[config.mk]
export PLATFORM = sky130hd
export DESIGN_NAME = star_collect_ctrl_flat
export DESIGN_NICKNAME = d
export VERILOG_FILES = /design/src/rtl/star_collect_ctrl_pkg.sv /design/src/rtl/star_collect_ctrl_if.sv /design/src/rtl/star_collect_ctrl_power_timer.sv /design/src/rtl/star_collect_ctrl.sv /design/src/flat_wrapper.sv
export SDC_FILE = /design/constraint.sdc
export NUM_CORES = 1
export LEC_CHECK = 0
export CAP_MARGIN = 10
export CORE_MARGIN = 2
export CORE_UTILIZATION = 50
export CTS_CLUSTER_DIAMETER = 100
export DETAILED_ROUTE_END_ITERATION = 12
export GPL_ROUTABILITY_DRIVEN = 0
export PLACE_DENSITY = 0.76
export SYNTH_ARGS = -nofsm -noshare
export SYNTH_HDL_FRONTEND = slang
export SYNTH_SLANG_ARGS = --single-unit
[constraint.sdc]
create_clock -name sys_clk -period 3.5 [get_ports sys_clk]
set_input_delay 0.875 -clock sys_clk [delete_from_list [all_inputs] [get_ports sys_clk]]
set_output_delay 0.875 -clock sys_clk [all_outputs]
set_load 0.01 [all_outputs]
[src/rtl/star_collect_ctrl_pkg.sv]
// star_pkg: shared types and default constants for the star collect block.
//   star_state_e : power-up FSM states (idle, powered, blinking).
//   STAR_PTS, POWER_FRAMES, BLINK_FRAMES, BLINK_PERIOD : default parameters.
//   popcount()   : number of set bits in a 32-bit vector.
package star_pkg;

  typedef enum logic [1:0] {
    ST_IDLE    = 2'd0,
    ST_POWERED = 2'd1,
    ST_BLINK   = 2'd2
  } star_state_e;

  localparam int STAR_PTS     = 10;
  localparam int POWER_FRAMES = 300;
  localparam int BLINK_FRAMES = 60;
  localparam int BLINK_PERIOD = 4;

  function automatic int unsigned popcount(input logic [31:0] v);
    int unsigned n;
    n = 32'd0;
    for (int i = 0; i < 32; i++) begin
      n = n + 32'(v[i]);
    end
    return n;
  endfunction

endpackage

[src/rtl/star_collect_ctrl_if.sv]
// star_collect_if: bundle between the star objects / game logic and the
// star collect controller.
//   touch, frame_tick, game_restart : driven by the game side (master)
//   score, collected, n_collected, all_collected, powered, blink_vis :
//     driven by the controller (slave)
interface star_collect_if #(
  parameter int N_STARS = 4,
  parameter int SCORE_W = 14
);
  localparam int CNT_W = $clog2(N_STARS + 1);

  logic [N_STARS-1:0] touch;
  logic               frame_tick;
  logic               game_restart;
  logic [SCORE_W-1:0] score;
  logic [N_STARS-1:0] collected;
  logic [CNT_W-1:0]   n_collected;
  logic               all_collected;
  logic               powered;
  logic               blink_vis;

  modport master (
    output touch, frame_tick, game_restart,
    input  score, collected, n_collected, all_collected, powered, blink_vis
  );

  modport slave (
    input  touch, frame_tick, game_restart,
    output score, collected, n_collected, all_collected, powered, blink_vis
  );
endinterface

[src/rtl/star_collect_ctrl_power_timer.sv]
// star_power_timer: power-up FSM with frame-tick countdown and blink divider.
//   clk, rst    : clock, asynchronous active-high reset
//   trigger     : a star was newly collected this cycle (reload timer)
//   frame_tick  : one-cycle pulse per video frame
//   clear       : synchronous clear, beats trigger
//   powered     : power-up active (state not idle)
//   blink_vis   : character visibility, toggles during the final blink window
module star_power_timer #(
  parameter int POWER_FRAMES = star_pkg::POWER_FRAMES,
  parameter int BLINK_FRAMES = star_pkg::BLINK_FRAMES,
  parameter int BLINK_PERIOD = star_pkg::BLINK_PERIOD
) (
  input  logic clk,
  input  logic rst,
  input  logic trigger,
  input  logic frame_tick,
  input  logic clear,
  output logic powered,
  output logic blink_vis
);
  import star_pkg::*;

  localparam int TMR_W = $clog2(POWER_FRAMES + 1);
  localparam int BLK_W = (BLINK_PERIOD > 1) ? $clog2(BLINK_PERIOD) : 1;

  star_state_e      state, state_nxt;
  logic [TMR_W-1:0] timer, timer_nxt;
  logic [BLK_W-1:0] blk_cnt, blk_cnt_nxt;
  logic             vis, vis_nxt;

  // State, countdown, blink divider and visibility registers.
  always_ff @(posedge clk or posedge rst) begin
    if (rst) begin
      state   <= ST_IDLE;
      timer   <= {TMR_W{1'b0}};
      blk_cnt <= {BLK_W{1'b0}};
      vis     <= 1'b1;
    end else begin
      state   <= state_nxt;
      timer   <= timer_nxt;
      blk_cnt <= blk_cnt_nxt;
      vis     <= vis_nxt;
    end
  end

  // Next-state logic: clear > trigger (reload) > frame_tick countdown.
  always_comb begin
    state_nxt   = state;
    timer_nxt   = timer;
    blk_cnt_nxt = blk_cnt;
    vis_nxt     = vis;
    if (clear) begin
      state_nxt   = ST_IDLE;
      timer_nxt   = {TMR_W{1'b0}};
      blk_cnt_nxt = {BLK_W{1'b0}};
      vis_nxt     = 1'b1;
    end else if (trigger) begin
      // Retrigger from any state restarts the full power-up, visible.
      state_nxt   = ST_POWERED;
      timer_nxt   = TMR_W'(POWER_FRAMES);
      blk_cnt_nxt = {BLK_W{1'b0}};
      vis_nxt     = 1'b1;
    end else if (frame_tick) begin
      case (state)
        ST_IDLE: begin
          state_nxt = ST_IDLE;
        end
        ST_POWERED: begin
          timer_nxt = timer - TMR_W'(1);
          if (timer_nxt == TMR_W'(BLINK_FRAMES)) begin
            // Blink window opens hidden, divider starts fresh.
            state_nxt   = ST_BLINK;
            blk_cnt_nxt = {BLK_W{1'b0}};
            vis_nxt     = 1'b0;
          end else begin
            state_nxt = ST_POWERED;
          end
        end
        ST_BLINK: begin
          timer_nxt = timer - TMR_W'(1);
          if (timer_nxt == {TMR_W{1'b0}}) begin
            state_nxt   = ST_IDLE;
            blk_cnt_nxt = {BLK_W{1'b0}};
            vis_nxt     = 1'b1;
          end else if (blk_cnt == BLK_W'(BLINK_PERIOD - 1)) begin
            blk_cnt_nxt = {BLK_W{1'b0}};
            vis_nxt     = ~vis;
          end else begin
            blk_cnt_nxt = blk_cnt + BLK_W'(1);
          end
        end
        default: begin
          state_nxt   = ST_IDLE;
          timer_nxt   = {TMR_W{1'b0}};
          blk_cnt_nxt = {BLK_W{1'b0}};
          vis_nxt     = 1'b1;
        end
      endcase
    end else begin
      state_nxt = state;
    end
  end

  assign powered   = (state != ST_IDLE);
  assign blink_vis = vis;

endmodule

[src/rtl/star_collect_ctrl.sv]
// star_collect_ctrl: latches touched stars as collected, accumulates a
// saturating score and drives the power-up timer.
//   sys_clk : system clock
//   RST     : asynchronous active-high reset
//   bus     : star_collect_if.slave (touch/frame_tick/game_restart in;
//             score/collected/n_collected/all_collected/powered/blink_vis out)
// Build option: STAR_COMBO_EN -- stars collected while powered score double.
module star_collect_ctrl #(
  parameter int N_STARS      = 4,
  parameter int STAR_PTS     = star_pkg::STAR_PTS,
  parameter int SCORE_W      = 14,
  parameter int POWER_FRAMES = star_pkg::POWER_FRAMES,
  parameter int BLINK_FRAMES = star_pkg::BLINK_FRAMES,
  parameter int BLINK_PERIOD = star_pkg::BLINK_PERIOD
) (
  input logic           sys_clk,
  input logic           RST,
  star_collect_if.slave bus
);
  import star_pkg::*;

  localparam int CNT_W = $clog2(N_STARS + 1);
  localparam int SUM_W = SCORE_W + 3;
  localparam logic [SUM_W-1:0] SCORE_MAX = SUM_W'((64'd1 << SCORE_W) - 64'd1);

  logic [N_STARS-1:0] touch_d, collected_q, new_bits, collected_nxt;
  logic [SCORE_W-1:0] score_q, score_sat;
  logic [CNT_W-1:0]   n_collected_q;
  logic               all_q;
  logic [SUM_W-1:0]   pts_each, gained, sum;
  logic               trigger, powered;

  // Edge-qualified new stars and the saturated score they produce.
  always_comb begin
    new_bits      = bus.touch & ~touch_d & ~collected_q;
    trigger       = |new_bits;
    collected_nxt = collected_q | new_bits;
`ifdef STAR_COMBO_EN
    // Pre-update powered applies to every bit collected this cycle.
    if (powered) begin
      pts_each = SUM_W'(2 * STAR_PTS);
    end else begin
      pts_each = SUM_W'(STAR_PTS);
    end
`else
    pts_each = SUM_W'(STAR_PTS);
`endif
    gained = SUM_W'(popcount(32'(new_bits))) * pts_each;
    sum    = {3'b000, score_q} + gained;
    if (sum > SCORE_MAX) begin
      score_sat = SCORE_MAX[SCORE_W-1:0];
    end else begin
      score_sat = sum[SCORE_W-1:0];
    end
  end

  // Touch history always samples; restart clears mask and score.
  always_ff @(posedge sys_clk or posedge RST) begin
    if (RST) begin
      touch_d       <= {N_STARS{1'b0}};
      collected_q   <= {N_STARS{1'b0}};
      score_q       <= {SCORE_W{1'b0}};
      n_collected_q <= {CNT_W{1'b0}};
      all_q         <= 1'b0;
    end else begin
      touch_d <= bus.touch;
      if (bus.game_restart) begin
        collected_q   <= {N_STARS{1'b0}};
        score_q       <= {SCORE_W{1'b0}};
        n_collected_q <= {CNT_W{1'b0}};
        all_q         <= 1'b0;
      end else begin
        collected_q   <= collected_nxt;
        score_q       <= score_sat;
        n_collected_q <= CNT_W'(popcount(32'(collected_nxt)));
        all_q         <= &collected_nxt;
      end
    end
  end

  star_power_timer #(
    .POWER_FRAMES(POWER_FRAMES),
    .BLINK_FRAMES(BLINK_FRAMES),
    .BLINK_PERIOD(BLINK_PERIOD)
  ) u_timer (
    .clk       (sys_clk),
    .rst       (RST),
    .trigger   (trigger),
    .frame_tick(bus.frame_tick),
    .clear     (bus.game_restart),
    .powered   (powered),
    .blink_vis (bus.blink_vis)
  );

  assign bus.score         = score_q;
  assign bus.collected     = collected_q;
  assign bus.n_collected   = n_collected_q;
  assign bus.all_collected = all_q;
  assign bus.powered       = powered;

endmodule

[src/flat_wrapper.sv]
// flat-port wrapper written by rule: the top's interface ports become plain ports
module star_collect_ctrl_flat import star_pkg::*;
#(
  parameter int N_STARS      = 4,
  parameter int STAR_PTS     = star_pkg::STAR_PTS,
  parameter int SCORE_W      = 14,
  parameter int POWER_FRAMES = star_pkg::POWER_FRAMES,
  parameter int BLINK_FRAMES = star_pkg::BLINK_FRAMES,
  parameter int BLINK_PERIOD = star_pkg::BLINK_PERIOD
)
  (sys_clk, RST, bus_touch, bus_frame_tick, bus_game_restart, bus_score, bus_collected, bus_n_collected, bus_all_collected, bus_powered, bus_blink_vis);
  star_collect_if #(.N_STARS(N_STARS), .SCORE_W(SCORE_W)) bus_i ();
  input logic sys_clk;
  input logic RST;
  input wire logic [$bits(bus_i.touch)-1:0] bus_touch;
  input wire logic [$bits(bus_i.frame_tick)-1:0] bus_frame_tick;
  input wire logic [$bits(bus_i.game_restart)-1:0] bus_game_restart;
  output wire logic [$bits(bus_i.score)-1:0] bus_score;
  output wire logic [$bits(bus_i.collected)-1:0] bus_collected;
  output wire logic [$bits(bus_i.n_collected)-1:0] bus_n_collected;
  output wire logic [$bits(bus_i.all_collected)-1:0] bus_all_collected;
  output wire logic [$bits(bus_i.powered)-1:0] bus_powered;
  output wire logic [$bits(bus_i.blink_vis)-1:0] bus_blink_vis;
  assign bus_i.touch = bus_touch;
  assign bus_i.frame_tick = bus_frame_tick;
  assign bus_i.game_restart = bus_game_restart;
  assign bus_score = bus_i.score;
  assign bus_collected = bus_i.collected;
  assign bus_n_collected = bus_i.n_collected;
  assign bus_all_collected = bus_i.all_collected;
  assign bus_powered = bus_i.powered;
  assign bus_blink_vis = bus_i.blink_vis;
  star_collect_ctrl #(.N_STARS(N_STARS), .STAR_PTS(STAR_PTS), .SCORE_W(SCORE_W), .POWER_FRAMES(POWER_FRAMES), .BLINK_FRAMES(BLINK_FRAMES), .BLINK_PERIOD(BLINK_PERIOD)) u_core (.sys_clk(sys_clk), .RST(RST), .bus(bus_i));
endmodule
## Word-level counts from Yosys, hierarchy flattened

Cells that the tools add are included.

- Output and inout port bits: 24
- Register bits after elaboration: 40
- Bits of input ports: 8

- Bitwise logic cells: 6
- Add/sub/neg operators: 9
- $lt $le $gt $ge: 1
- $mul: 1
- Equality and inequality tests: 8
- Reductions and logical operators: 11
- Mux-type cells: 29

Operator list:

| cell | number |
|---|---|
| $add 17x1->17 | 2 |
| $mux 14 | 2 |
| $mux 9 | 3 |
| $mux 2 | 11 |
| $pmux 9 s2 | 1 |
| $add 14x17->17 | 1 |
| $gt 17x14->1 const B | 1 |
| $mul 17x3->16 const B | 1 |
| $eq 9x6->1 const B | 1 |
| $logic_not 9->1 | 1 |
| $sub 9x1->9 const B | 1 |
| $and 4x4->4 | 2 |
| $ne 4x3->1 const B | 2 |
| $not 4->4 | 2 |
| $reduce_and 4->1 | 2 |
| $mux 1 | 7 |
| $add 3x1->3 | 2 |
| $pmux 2 s3 | 1 |
| $ne 5x4->1 const B | 1 |
| $add 1x1->2 | 2 |
| $eq 2x2->1 const B | 2 |
| $mux 4 | 1 |
| $or 4x4->4 | 1 |
| $pmux 2 s2 | 1 |
| other kinds (13) | 14 |

## Logic depth before layout (Yosys ltp)

- Depth in word-level cells: 11
- Mapped depth: 17

## Hierarchy

Synthesis repeated with hierarchy kept, for this count alone.

- Cell total of the unflattened synthesis: 278
- Area total of the unflattened synthesis: 2638.8 µm²

By module, submodules not included:

| module | cells an instance | instances | area an instance (µm²) |
|---|---|---|---|
| star_collect_ctrl | 154 | 1 | 1567.8 |
| star_power_timer | 124 | 1 | 1071.0 |

## Worst setup path before layout

OpenSTA, ideal clock, no wires.

- Kind: input-to-reg
- Start: input port bus_touch[1]
- End: register u_core.score_q[0] (netlist: u_core.bus.score[0])
- Arrival: 3.951 ns
- Path slack: -0.529 ns
- Buffers on the path: 1
- Stages on the path: 14
- Cells stage by stage: nand2b_1 -> or2_2 -> ha_1 -> inv_1 -> fa_1 -> inv_1 -> ha_1 -> ha_1 -> ha_1 -> nand2_1 -> o211a_1 -> or4b_1 -> clkbuf_1 -> a21oi_1

- Word-level cells in the longest chain between the ends: 10

RTL lines:

| item | RTL line | RTL |
|---|---|---|
| start: declaration | flat_wrapper.sv:15 | `input wire logic [$bits(bus_i.touch)-1:0] bus_touch;` |
| $and 4x4->4 (2 in series) | star_collect_ctrl.sv:35 | `new_bits = bus.touch & ~touch_d & ~collected_q;` |
| $add 1x1->2 | star_collect_ctrl_pkg.sv:22 | `n = n + 32'(v[i]);` |
| $add 17x1->17 (2 in series) | star_collect_ctrl_pkg.sv:22 |  |
| $mul 17x3->16 | star_collect_ctrl.sv:48 | `gained = SUM_W'(popcount(32'(new_bits))) * pts_each;` |
| $add 14x17->17 | star_collect_ctrl.sv:49 | `sum = {3'b000, score_q} + gained;` |
| $gt 17x14->1 | star_collect_ctrl.sv:50 | `if (sum > SCORE_MAX) begin` |
| $mux 14 | star_collect_ctrl.sv:50 |  |
| $mux 14 | star_collect_ctrl.sv:67 | `if (bus.game_restart) begin` |
| end signal: assignment | star_collect_ctrl.sv:62 | `score_q <= {SCORE_W{1'b0}};` |
| end signal: assignment | star_collect_ctrl.sv:69 | `score_q <= {SCORE_W{1'b0}};` |
| end signal: assignment | star_collect_ctrl.sv:74 | `score_q <= score_sat;` |
| end: declaration | star_collect_ctrl.sv:27 | `logic [SCORE_W-1:0] score_q, score_sat;` |

Every way passes these cells.
A chain may end at the register's enable or synchronous reset.

## Worst setup path after layout

- Start: input port bus_touch[3]
- End: register u_core.score_q[11] (netlist: u_core.bus.score[11])

- Word-level cells in the longest chain between the ends: 8

RTL lines:

| item | RTL line |
|---|---|
| $and 4x4->4 * (2 in series) | star_collect_ctrl.sv:35 |
| $add 17x1->17 * | star_collect_ctrl_pkg.sv:22 |
| $mul 17x3->16 * | star_collect_ctrl.sv:48 |
| $add 14x17->17 * | star_collect_ctrl.sv:49 |
| $gt 17x14->1 | star_collect_ctrl.sv:50 |
| $mux 14 * | star_collect_ctrl.sv:50 |
| $mux 14 * | star_collect_ctrl.sv:67 |

Mark *: on every way between the ends. The rest lies on a longest branch, timed or not.

==> run metrics <==
outcome finished with violations; failing checks setup timing; leakage about 1.6 nW; Placed Area between 0.003 and 0.004 mm2; share of the synthesized area in the top cell type 0.397; largest family of logic cells by synthesized area compound AO/OA/AOI/OAI gates; Final min period between 3 and 4 ns; Synth Area in Compound Gates 0.191; total power 0.00148 W; Slew headroom 0.628; Worst Tran Pin Value 0.557 ns; final worst setup slack -0.123 ns; first-pass GRT wire length 10000 um; fin area between 0.003 and 0.004 mm2; Primary FF master, synth dfrtp_1; CTS tree done; Largest stage delay, worst path 0.54 ns; Seq/Total Area, Yosys 0.408; Final Slew Violations 0; Crit-path slowest cell fa_2; clock skew 0.00585 ns; Inst Count DP around 360; Cell Area, Synth ~0.0025 mm2; crit path cell chain dlygate4sd2_1, or3b_4, fa_2, inv_2, ha_4, fa_2, a21o_1, a21oi_2, nor2_2, o311ai_4, buf_6, xor2_2, a21oi_2; Post-Syn Nets around 280; met3 Track Usage GR 0.0434; GR Overflow Total 0; GR Util met2 0.432; Crit path arrival time roughly 3.8 ns; initial antenna violation count 0; multiplexer share of the synthesized area 0.0127; Simple-Gate Fraction of Synth Area 0.171; Most Used Layer, Global Route met2; Min-Delay Startpoint u_core.u_timer.blk_cnt[1]; Synth top cells by count dfrtp_1, inv_1, a21oi_1, ha_1, nor2_1; hold path endpoint u_core.u_timer.blk_cnt[1]; H-tree levels 2; critical path peak fanout 2; hold path depth 2; worst reg2reg path depth 15; Critical Path Source Type input port; fin cells a little under 400; Clock Latency Late Sink approximately 0.3 ns; max cap viols 0; CTS max path bufs 2; CP bufs+invs 3; Worst path top cell family by delay adder cells; Post-Synthesis Cells between 200 and 300; Tot GR Track Use 0.239; flops & latches, synth 40; Post-synth EDFFs 0; Core Area about 0.0047 mm2; FP Rows 25; I/O Buffers 31; via-per-instance ratio around 5.4; Worst R2R Start u_core.touch_d[1]; drt first pass iters 4; Setup Crit Path Kind input port to register; GR Layer Usage met1 0.290; largest net degree at the start of global routing slightly above 40; Avg Synthesized Cell Area 9.71 um2; post-place setup slack -1.12 ns; Yosys cell types between 50 and 60; FF-to-FF setup slack 0.07 ns; Die Area roughly 0.0055 mm2; CTS Buf Count 5; DR WL/cell 15.7 um; endpoint class of the critical path register; Final setup viols 13; fin nets 356; Ports 32; DRT Wirelength between 6000 and 7000 um; area share of fa/ha/maj cells after synthesis 0.126; Peak VDD IR 272 uV; RSZ-0062 raised after global routing yes; Crit path required time about 3.7 ns; final hold vios 0; Post-synth ARST share 1.00; most common cell in the netlist dfrtp_1; DIE HEIGHT approximately 74 um; HP Class register to register; area leader, netlist dfrtp_1; CTS root buf clkbuf_8; Post-DRT Antenna Nets 0; hold buffers post-CTS 0; FF-to-FF End u_core.bus.score[11]; via count of the first global-routing pass roughly 2200; detailed-route DRC error count 0; synth warn 0; Power per Cell Area around 420 mW/mm2; initial core utilization 0.520; Die W 74.1 um; number of antenna repair diodes 0; clock sinks 40; via count between 2000 and 2500; share of cells above drive strength 1 0.331; area grow syn2layout 44.3%; Final Cycle Share 1.04; clk slew on worst S/H paths 0.08 ns; DR iter-0 viols 112; Max Fclk ~0.28 GHz; HPWL Detailed a little under 4000 um; Synth Area in XOR/XNOR 0.0392; Synth area leaders dfrtp_1, ha_1, a21oi_1
==> tightest hold or removal path, delay by kind of cell (launching register included) <==
family,cells,cell delay [ns]
mux,1,0.05
flops,1,0.39
buf+inv,1,0.05
==> power by group <==
part	internal (W)	switching [W]
clock	0.000215	0.000179
combinational	0.000275	0.000255
sequential	0.000507	0.0000499
total	0.000996	0.000484
==> cell usage in the layout, fill, tap and decap left out, types with 5 or more instances in the layout <==
cell type        netlist  layout
nor2b_1                7       7
inv_1                 26      21
clkdlybuf4s50_1        0      27
a21oi_2                1      13
clkbuf_8               0       5
a31oi_1                5       5
ha_4                   0       9
nor2_1                19      16
dfrtp_1               39      39
buf_4                  0      39
o21ai_0               13      12
nand2_1               15      14
xnor2_1                6       6
ha_1                  20      11
inv_2                  0       5
a21oi_1               21       8
==> cell families (layout without fill, tap and decap cells) <==
group / count (synthesis) / in the layout
fa+ha+maj: 23 / 23
simple gates: 77 / 78
mux: 3 / 3
flops: 40 / 40
compound gates: 66 / 66
buf+inv: 33 / 105
xor+xnor: 11 / 11
==> metrics by stage <==
| step | hold WS [ns] | util | TNS (ns) |
|---|---|---|---|
| detailed placement | 0.525 | 0.661 | -12.48 |
| CTS | 0.536 | 0.730 | -1.07 |
| floorplan | 0.499 | - | -3.28 |
| global placement | 0.516 | 0.661 | -11.61 |
| global route | 0.548 | 0.750 | -1.57 |
| finish | 0.533 | 0.750 | -0.911 |
==> timing repair <==
action	4_1_cts	5_1_grt
pin swaps	22	19
endpoints found under the hold margin	0	0
gates resized for setup	29	18
endpoints found under the setup margin	14	16
cloned	1	0
setup buffers	21	2
==> layout make-up <==
class | count | area (um2)
clock buffer | 5 | 68.8
clock inverter | 3 | 47.5
fill | 311 | 1180
inverter | 26 | 97.6
multi-input combinational | 181 | 1620
sequential | 40 | 1000
tap | 67 | 83.8
timing repair buffer | 71 | 619
==> registers in the layout (all words and copies together) (netlist names) <==
| name | flops |
|---|---|
| u_core.bus.score | 14 |
| u_core.u_timer.timer | 9 |
| u_core.bus.collected | 4 |
| u_core.touch_d | 4 |
| u_core.bus.n_collected | 3 |
| u_core.u_timer.blk_cnt | 2 |
| u_core.u_timer.state | 2 |
| u_core.bus.all_collected | 1 |
| u_core.u_timer.blink_vis | 1 |
==> worst max path at each step <==
stage	start	endpoint	slack, ns	cells after the start
final	bus_touch[3]	u_core.bus.score[11]	-0.12	13
after global routing	bus_touch[1]	u_core.bus.score[11]	-0.19	16
after CTS	bus_touch[1]	u_core.bus.score[5]	-0.10	14
after detailed placement	bus_touch[1]	u_core.bus.score[13]	-1.12	15
after global placement	bus_touch[1]	u_core.bus.score[13]	-0.91	15
after floorplan	bus_touch[1]	u_core.bus.score[13]	-0.29	14
==> routing by layer <==
| metal | up-vias | share of wire |
|---|---|---|
| li1 | 1032 | - |
| met1 | 1060 | 0.43 |
| met5 | - | 0 |
| met4 | 0 | 0.014 |
| met3 | 8 | 0.032 |
| met2 | 39 | 0.52 |
(Power assumes the default switching activity.)
